<file path="src/rtl/spi_pkg.sv">
// Shared definitions for the SPI byte sequencer.
//   SPI_BYTE_W      : width of one SPI transfer byte
//   spi_seq_state_t : sequencer FSM states
package spi_pkg;

  localparam int unsigned SPI_BYTE_W = 8;

  typedef enum logic [2:0] {
    StIdle,
    StIssue,
    StWaitBusy,
    StWaitDone,
    StGap
  } spi_seq_state_t;

endpackage

</file>
<file path="src/rtl/spi_sync_fifo.sv">
// Synchronous first-word-fall-through FIFO.
//   clk, rst_n : clock, asynchronous active-low reset
//   push_i     : write wdata_i (ignored when full)
//   pop_i      : drop head entry (ignored when empty)
//   rdata_o    : head entry, zero while empty
//   full_o     : level == DEPTH
//   empty_o    : level == 0
//   level_o    : occupancy 0..DEPTH
module spi_sync_fifo #(
  parameter int unsigned WIDTH = 8,
  parameter int unsigned DEPTH = 4
) (
  input  logic                     clk,
  input  logic                     rst_n,
  input  logic                     push_i,
  input  logic [WIDTH-1:0]         wdata_i,
  input  logic                     pop_i,
  output logic [WIDTH-1:0]         rdata_o,
  output logic                     full_o,
  output logic                     empty_o,
  output logic [$clog2(DEPTH):0]   level_o
);

  localparam int unsigned PtrW   = $clog2(DEPTH);
  localparam int unsigned LevelW = PtrW + 1;

  logic [WIDTH-1:0]  mem_q [DEPTH];
  logic [PtrW-1:0]   wptr_q, wptr_d;
  logic [PtrW-1:0]   rptr_q, rptr_d;
  logic [LevelW-1:0] level_q, level_d;
  logic              push_ok, pop_ok;

  assign full_o  = (level_q == LevelW'(DEPTH));
  assign empty_o = (level_q == '0);
  assign level_o = level_q;

  // A full FIFO refuses the push but still pops; an empty one refuses the pop.
  assign push_ok = push_i & ~full_o;
  assign pop_ok  = pop_i & ~empty_o;

  always_comb begin
    wptr_d  = wptr_q;
    rptr_d  = rptr_q;
    level_d = level_q;
    if (push_ok) begin
      wptr_d = wptr_q + PtrW'(1);
    end
    if (pop_ok) begin
      rptr_d = rptr_q + PtrW'(1);
    end
    unique case ({push_ok, pop_ok})
      2'b10:   level_d = level_q + LevelW'(1);
      2'b01:   level_d = level_q - LevelW'(1);
      default: level_d = level_q;
    endcase
  end

  always_ff @(posedge clk or negedge rst_n) begin
    if (!rst_n) begin
      wptr_q  <= '0;
      rptr_q  <= '0;
      level_q <= '0;
    end else begin
      wptr_q  <= wptr_d;
      rptr_q  <= rptr_d;
      level_q <= level_d;
    end
  end

  // Storage needs no reset: the head is masked to zero while empty.
  always_ff @(posedge clk) begin
    if (push_ok) begin
      mem_q[wptr_q] <= wdata_i;
    end
  end

  assign rdata_o = empty_o ? '0 : mem_q[rptr_q];

endmodule

</file>
<file path="src/rtl/spi_byte_sequencer.sv">
// Byte-stream front end for an SPI master: buffers TX bytes, issues one
// start pulse per byte, waits out the master's busy window, captures the
// received byte and inserts a fixed idle gap between transfers.
// Optional feature macro: SPI_BYTE_SEQUENCER_RX_EN (RX FIFO and m_* stream).
//   s_valid/s_ready/s_data    : TX byte stream in
//   m_valid/m_ready/m_data    : RX byte stream out (constant 0 without RX)
//   spi_start/spi_data_in     : start pulse and byte to the master
//   spi_busy/spi_data_out     : master busy flag and received byte
//   tx_level/rx_level         : FIFO occupancies
//   idle                      : FSM idle with TX FIFO empty
module spi_byte_sequencer
  import spi_pkg::*;
#(
  parameter int unsigned DEPTH      = 4,
  parameter int unsigned GAP_CYCLES = 2
) (
  input  logic                   clk,
  input  logic                   rst_n,
  input  logic                   s_valid,
  output logic                   s_ready,
  input  logic [SPI_BYTE_W-1:0]  s_data,
  output logic                   m_valid,
  input  logic                   m_ready,
  output logic [SPI_BYTE_W-1:0]  m_data,
  output logic                   spi_start,
  output logic [SPI_BYTE_W-1:0]  spi_data_in,
  input  logic                   spi_busy,
  input  logic [SPI_BYTE_W-1:0]  spi_data_out,
  output logic [$clog2(DEPTH):0] tx_level,
  output logic [$clog2(DEPTH):0] rx_level,
  output logic                   idle
);

  localparam logic [7:0] GapLast = (GAP_CYCLES == 0) ? 8'd0 : 8'(GAP_CYCLES - 1);

  spi_seq_state_t        state_q, state_d;
  logic [7:0]            gap_cnt_q, gap_cnt_d;
  logic [SPI_BYTE_W-1:0] data_in_q;

  logic                  tx_pop, tx_full, tx_empty;
  logic [SPI_BYTE_W-1:0] tx_head;
  logic                  rx_push, rx_free;

  spi_sync_fifo #(
    .WIDTH (SPI_BYTE_W),
    .DEPTH (DEPTH)
  ) u_tx_fifo (
    .clk     (clk),
    .rst_n   (rst_n),
    .push_i  (s_valid),
    .wdata_i (s_data),
    .pop_i   (tx_pop),
    .rdata_o (tx_head),
    .full_o  (tx_full),
    .empty_o (tx_empty),
    .level_o (tx_level)
  );

  assign s_ready = ~tx_full;

`ifdef SPI_BYTE_SEQUENCER_RX_EN
  logic rx_full, rx_empty;

  spi_sync_fifo #(
    .WIDTH (SPI_BYTE_W),
    .DEPTH (DEPTH)
  ) u_rx_fifo (
    .clk     (clk),
    .rst_n   (rst_n),
    .push_i  (rx_push),
    .wdata_i (spi_data_out),
    .pop_i   (m_ready),
    .rdata_o (m_data),
    .full_o  (rx_full),
    .empty_o (rx_empty),
    .level_o (rx_level)
  );

  assign m_valid = ~rx_empty;
  // Never start a transfer whose result would have nowhere to go.
  assign rx_free = ~rx_full;
`else
  logic unused_rx;
  assign unused_rx = ^{m_ready, spi_data_out, rx_push};
  assign m_valid   = 1'b0;
  assign m_data    = '0;
  assign rx_level  = '0;
  assign rx_free   = 1'b1;
`endif

  // State register
  always_ff @(posedge clk or negedge rst_n) begin
    if (!rst_n) begin
      state_q   <= StIdle;
      gap_cnt_q <= '0;
      data_in_q <= '0;
    end else begin
      state_q   <= state_d;
      gap_cnt_q <= gap_cnt_d;
      // Keep the last issued byte on spi_data_in outside ISSUE.
      if (tx_pop) begin
        data_in_q <= tx_head;
      end
    end
  end

  // Next-state logic
  always_comb begin
    state_d   = state_q;
    gap_cnt_d = gap_cnt_q;
    unique case (state_q)
      StIdle: begin
        if (!tx_empty && rx_free) begin
          state_d = StIssue;
        end
      end
      StIssue: begin
        state_d = StWaitBusy;
      end
      StWaitBusy: begin
        if (spi_busy) begin
          state_d = StWaitDone;
        end
      end
      StWaitDone: begin
        if (!spi_busy) begin
          state_d = (GAP_CYCLES == 0) ? StIdle : StGap;
        end
      end
      StGap: begin
        if (gap_cnt_q == GapLast) begin
          gap_cnt_d = '0;
          state_d   = StIdle;
        end else begin
          gap_cnt_d = gap_cnt_q + 8'd1;
        end
      end
      default: begin
        state_d   = StIdle;
        gap_cnt_d = '0;
      end
    endcase
  end

  // Output logic
  always_comb begin
    spi_start   = (state_q == StIssue);
    tx_pop      = (state_q == StIssue);
    rx_push     = (state_q == StWaitDone) && !spi_busy;
    spi_data_in = (state_q == StIssue) ? tx_head : data_in_q;
    idle        = (state_q == StIdle) && tx_empty;
  end

endmodule

</file>
<file path="config.mk">
export PLATFORM = sky130hd
export DESIGN_NAME = spi_byte_sequencer
export DESIGN_NICKNAME = d
export VERILOG_FILES = /design/src/rtl/spi_pkg.sv /design/src/rtl/spi_sync_fifo.sv /design/src/rtl/spi_byte_sequencer.sv
export SDC_FILE = /design/constraint.sdc
export NUM_CORES = 1
export LEC_CHECK = 0
export CAP_MARGIN = 20
export CELL_PAD_IN_SITES_DETAIL_PLACEMENT = 1
export CELL_PAD_IN_SITES_GLOBAL_PLACEMENT = 1
export CORE_MARGIN = 2
export CORE_UTILIZATION = 42
export DETAILED_ROUTE_END_ITERATION = 10
export PLACE_DENSITY = 0.77
export RECOVER_POWER = 50
export SYNTH_ARGS = -nofsm -noshare
export SYNTH_HDL_FRONTEND = slang
export SYNTH_SLANG_ARGS = --single-unit
</file>
<file path="constraint.sdc">
create_clock -name clk -period 3.1 [get_ports clk]
set_input_delay 0.62 -clock clk [delete_from_list [all_inputs] [get_ports clk]]
set_output_delay 0.62 -clock clk [all_outputs]
set_load 0.02 [all_outputs]
</file>
# ---- Yosys cells after proc, flatten, opt, wreduce, memory -nomap -nowiden
# Memory sizes are Yosys's and may differ from the RTL's.
# Cells that the tools add are included.
# Widths: inputs -> output; s select.
dict set report op_classes {
  n_addsub 5
  eq_ne 12
  n_mux 12
  bitwise 4
  n_reduce_logical 6
}
# cell n
set op_table {}
lappend op_table {{$mux 8} 3}
lappend op_table {{$pmux 8 s2} 1}
lappend op_table {{$pmux 3 s5} 1}
lappend op_table {{$mux 3} 4}
lappend op_table {{$add 8x1->8 const B} 1}
lappend op_table {{$eq 8x1->1 const B} 1}
lappend op_table {{$ne 2x2->1 const B} 4}
lappend op_table {{$eq 3x2->1 const B} 2}
lappend op_table {{$eq 3x3->1 const B} 2}
lappend op_table {{$logic_not 3->1} 2}
lappend op_table {{$pmux 3 s2} 1}
lappend op_table {{$add 2x1->2 const B} 2}
lappend op_table {{$reduce_and 4->1} 1}
lappend op_table {{$reduce_or 4->1} 1}
lappend op_table {{$add 3x1->3 const B} 1}
lappend op_table {{$eq 3x1->1 const B} 1}
lappend op_table {{$sub 3x1->3 const B} 1}
lappend op_table {{$and 1x1->1} 2}
lappend op_table {{$eq 2x1->1 const B} 1}
lappend op_table {{$eq 2x2->1 const B} 1}
lappend op_table {{$mux 1} 2}
lappend op_table {{$not 1->1} 2}
lappend op_table {{$reduce_bool 2->1} 1}
lappend op_table {{$logic_and 1x1->1} 1}
dict set report totals {
  regBits 26
  ram_bits 32
  in_bits 21
  output_inout_bits 26
  wordCells 46
  n_memories 1
}
# name depth word_bits rd rd_clocked_by_memory_dff write_ports line
set mem_list {}
lappend mem_list {u_tx_fifo.mem_q 4 8 1 0 1 spi_sync_fifo.sv:27} ;# logic [WIDTH-1:0] mem_q [DEPTH];

# ---- Depth between registers and ports, before layout
dict set report depth {
  word_depth 5
  depth_mapped 10
  depth_no_buf 10
}

# ---- Modules after synthesis
# From an unflattened synthesis, not the netlist that was laid out.
dict set report unflattened {
  cells_unflattened 178
  area_unflattened_um2 2622.5
}
# mod n_inst cells_per_inst area_per_inst_um2 seq_area_each_um2
set by_module_without_submodules {}
lappend by_module_without_submodules {spi_sync_fifo 1 89 1656.6 1136.1}
lappend by_module_without_submodules {spi_byte_sequencer 1 89 965.9 475.5}

# ---- Least setup slack after synthesis
# Ideal clock, no wire load.
dict set report synth_path {
  path_kind {reg-to-reg}
  start {register state_q[2]}
  end {register u_tx_fifo.level_q[2] (netlist: u_tx_fifo.level_o[2])}
  setup_time_ns 0.080
  arrival_time_ns 2.265
  required_ns 3.020
  slack_ns 0.755
  path_stages_with_launch 11
  n_path_buf 2
  period_less_slack_ns 2.345
  path_cell_list {dfrtp_1 > or3b_2 > buf_2 > nor2b_2 > buf_4 > ha_1 > inv_1 > fa_1 > xor2_1 > nor2_1 > xor2_1}
}
dict set report synth_between {
  elab_chain_len 4
  word_cells_on_any_way 6
  classes_between {3 x eq/ne; 1 x mux; 1 x bitwise; 1 x reduce/logical}
}
# item line
set synth_rtl {}
lappend synth_rtl {{from (decl)} spi_byte_sequencer.sv:36} ;# spi_seq_state_t state_q, state_d;
lappend synth_rtl {{from (signal assigned)} spi_byte_sequencer.sv:94} ;# state_q <= StIdle;
lappend synth_rtl {{from (signal assigned)} spi_byte_sequencer.sv:98} ;# state_q <= state_d;
lappend synth_rtl {{$eq 3x1->1 (*)} spi_byte_sequencer.sv:148} ;# tx_pop = (state_q == StIssue);
lappend synth_rtl {{$and 1x1->1 (*)} spi_sync_fifo.sv:39} ;# assign pop_ok = pop_i & ~empty_o;
lappend synth_rtl {{named net u_tx_fifo.pop_ok} spi_sync_fifo.sv:31} ;# logic push_ok, pop_ok;
lappend synth_rtl {{$eq 2x1->1 / $eq 2x2->1 (equally long branches)} spi_sync_fifo.sv:51} ;# unique case ({push_ok, pop_ok})
lappend synth_rtl {{$pmux 3 s2 / $reduce_bool 2->1 (equally long branches)} -}
lappend synth_rtl {{to (signal assigned)} spi_sync_fifo.sv:66} ;# level_q <= level_d;
lappend synth_rtl {{to (decl)} spi_sync_fifo.sv:30} ;# logic [LevelW-1:0] level_q, level_d;
# The timed path passes the listed nets; every way through them passes the cells marked *.
# A chain may end at the register's enable or synchronous reset.

# ---- Worst setup path in the final report
dict set report layout_path {
  start {register state_q[1]}
  end {output port spi_data_in[0]}
}
dict set report layout_between {
  elab_chain_len 2
}
# item line
set layout_rtl {}
lappend layout_rtl {{$eq 3x1->1} spi_byte_sequencer.sv:150} ;# spi_data_in = (state_q == StIssue) ? tx_head : data_in_q;
lappend layout_rtl {{$mux 8} spi_byte_sequencer.sv:150}
lappend layout_rtl {{to (decl)} spi_byte_sequencer.sv:26} ;# output logic [SPI_BYTE_W-1:0] spi_data_in,
# No other way between the ends.

==> results.sh <==
export IMPL_synthAdderAreaFrac=0.0428
export IMPL_maxCapViolCount=0
export IMPL_antenna_found_initial=0
export IMPL_layout_drive_gt1_share=0.154
export IMPL_placed_area_um2=2820
export IMPL_status="finished, final reports clean"
export IMPL_ys_seq_area_frac=0.641
export IMPL_cts_hold_buf=0
export IMPL_hold_ws_ns=0.507
export IMPL_vias=1458
export IMPL_max_slew_margin=0.0120
export IMPL_placedCellCount=267
export IMPL_grt_ovfl_total=0
export IMPL_final_area_um2=3010
export IMPL_top_layer="met4"
export IMPL_fmax_mhz=333
export IMPL_stdcell_count=283
export IMPL_synth_top_area_frac=0.382
export IMPL_wl_um=5090
export IMPL_cp_arrival_ns=2.39
export IMPL_start_util=0.430
export IMPL_timing_setup_critical_path_class="flop to output port"
export IMPL_grt_max_degree=27
export IMPL_finalCritPeriodShare=0.970
export IMPL_rsz0062_at_grt="no"
export IMPL_report_final_slew_viol_count=0
export IMPL_cts_tree="built"
export IMPL_cts_resized=0
export IMPL_h_tree_depth=3
export IMPL_ctsRootBufferMaster="clkbuf_8"
export IMPL_die_h_um=81.4
export IMPL_grt_pass1_wl_um=8060
export IMPL_cts_buffer_depth=2
export IMPL_cp_end_kind="output port"
export IMPL_p_per_area_nw_per_um2=974
export IMPL_wl_met1_um=2020
export IMPL_synth_area_per_cell_um2=15.0
export IMPL_cts_buffers=9
export IMPL_path_buf_inv=2
export IMPL_grt_pass1_vias=1615
export IMPL_fin_crit_ns=3.01
export IMPL_clkTransAtPathRegs_ns=0.07
export IMPL_ant_nets=0
export IMPL_cp_slowest_cell="clkdlybuf4s50_1"
export IMPL_ir_drop_v=0.000560
export IMPL_synthMuxAreaShare=0.0801
export IMPL_synth_top_family_by_area="multiplexers"
export IMPL_crit_chain="or3b_2 > nor2b_2 > buf_4 > a22o_1 > clkdlybuf4s50_1"
export IMPL_wl_per_cell_um=18.0
export IMPL_tightest_slew_ns=1.48
export IMPL_clock_sinks=58
export IMPL_path_max_fanout=6
export IMPL_dieArea_um2=6620
export IMPL_synth_ff_type="edfxtp_1"
export IMPL_drt_pass1_iter_count=4
export IMPL_cts_setup_buffers=0
export IMPL_io_pins=47
export IMPL_met2WireLength_um=2800
export IMPL_fin_setup_tns_ns=0
export IMPL_vias_per_cell=5.15
export IMPL_nets=232
export IMPL_p_leak_nw=1.21
export IMPL_synthCells=168
export IMPL_fillers=582
export IMPL_drc=0
export IMPL_gr_usage_all_layers=0.174
export IMPL_yosysWarnings=0
export IMPL_synth_edff_count=32
export IMPL_async_flop_share=0.448
export IMPL_worstSetupStartpointType="flop"
export IMPL_synth_simple_area_share=0.0737
export IMPL_first_iter_violations=41
export IMPL_power_w=0.00293
export IMPL_setup_viol=0
export IMPL_gp_congestion=0.708
export IMPL_wl_met3_um=206
export IMPL_die_width_um=81.4
export IMPL_syn_cell_area_um2=2510
export IMPL_diodes=0
export IMPL_reg2reg_slack_ns=0.74
export IMPL_syn_to_final_growth_pct=19.7
export IMPL_crit_required_ns=2.48
export IMPL_std_cell_rows=28
export IMPL_synth_xor_area_share=0.0244
export IMPL_ys_types=41
export IMPL_finalHoldViolCount=0
export IMPL_yosys_top_cells_area="edfxtp_1 38%, dfrtp_1 26%, mux4_2 7.2%, buf_4 3.9%, ha_1 3.5%"
export IMPL_ys_ff_latch=58
export IMPL_io_buffer_count=25
export IMPL_synth_area_leader_cell="edfxtp_1"
export IMPL_critical_path_top_delay_family="buffers and inverters"
export IMPL_coreArea_um2=5850
export IMPL_clk_latency_ns=0.33
export IMPL_synth_compound_area_share=0.0712
export IMPL_dp_hpwl_um=3600
export IMPL_fin_skew_ns=0.00919
export IMPL_hold_class="flop to flop"
export IMPL_cpPeakStageDelay_ns=0.63
==> final cells by class <==
type / instances / area, µm² / area share
clock inverter: 5 / 53.8 / 0.0179
sequential: 58 / 1610 / 0.536
timing repair buffer: 31 / 292 / 0.0969
inverter: 10 / 37.5 / 0.0125
clock buffer: 11 / 141 / 0.0470
multi-input combinational: 93 / 779 / 0.259
tap: 75 / 93.8 / 0.0312
==> synth_stat cells (all sizes together), types with 2 or more instances <==
master  count
xor2        3
nor2        5
buf        17
o22ai       2
mux4        8
and3        6
nand3       4
inv        10
dfrtp      26
xnor2       4
o21ai       4
or3         2
ha          7
o31ai       3
a22o        8
nand2       6
edfxtp     32
==> state kept, by name, summed over array words and instances (netlist names) <==
signal / cells
u_tx_fifo.rptr_q: 2
state_q: 3
data_in_q: 8
u_tx_fifo.wptr_q: 2
u_tx_fifo.level_o: 3
u_tx_fifo.mem_q: 32
gap_cnt_q: 8
==> per-stage QoR <==
step | utilization | worst slack [ns]
floorplan | - | 0.755
global route | 0.514 | 0.0190
CTS | 0.515 | 0.0567
global placement | 0.482 | 0.502
detailed placement | 0.482 | 0.444
finish | 0.514 | 0.0934
==> worst paths after layout <==
kind	startpoint	endpoint	cells after the start
setup / recovery	state_q[1]	spi_data_in[0]	5
max in group asynchronous	rst_n	u_tx_fifo.level_o[0]	2
hold reg to reg	data_in_q[1]	data_in_q[1]	1
hold / removal	data_in_q[1]	data_in_q[1]	1
min in group asynchronous	rst_n	gap_cnt_q[1]	2
setup reg to reg	state_q[1]	u_tx_fifo.level_o[2]	9
==> power breakdown <==
group          total [W]  internal (W)  switching [W]  leakage, nW
Sequential       0.00117       0.00104       0.000130        0.625
Combinational    0.00108      0.000511       0.000572        0.486
Clock           0.000683      0.000390       0.000293        0.103
Total            0.00293       0.00194       0.000995         1.21
==> per-layer routing <==
metal	up-vias	GRT usage
met5	-	0
met4	0	0.0949
met3	9	0.0411
met2	40	0.316
met1	744	0.184
li1	665	-
==> layout by cell type, fill, tap and decap left out, drive strengths merged, types with 7 or more instances in the layout <==
master	Yosys	layout
a22o	8	8
clkbuf	1	12
clkdlybuf4s50	0	14
conb	1	12
dfrtp	26	26
dlygate4sd3	0	11
edfxtp	32	32
ha	7	7
inv	10	10
mux4	8	8
==> worst register-to-register path, stage by stage (launching register included) <==
cell     delay, ns
dfrtp_1       0.45
or3b_2        0.50
nor2b_2       0.15
buf_4         0.16
ha_1          0.19
inv_1         0.06
fa_1          0.37
xor2_1        0.15
nor2_1        0.12
xor2_1        0.15
==> logic make-up (layout without fill, tap and decap cells) <==
| family | count (synthesis) | after routing |
|---|---|---|
| other | 1 | 12 |
| XOR/XNOR | 7 | 7 |
| adder cells (fa/ha/maj) | 8 | 8 |
| AND/OR/NAND/NOR | 33 | 33 |
| AO/OA/AOI/OAI | 23 | 23 |
| buffers and inverters | 28 | 57 |
| multiplexers | 10 | 10 |
| flip-flops | 58 | 58 |
Note: power is estimated with default switching activity, not from simulation.
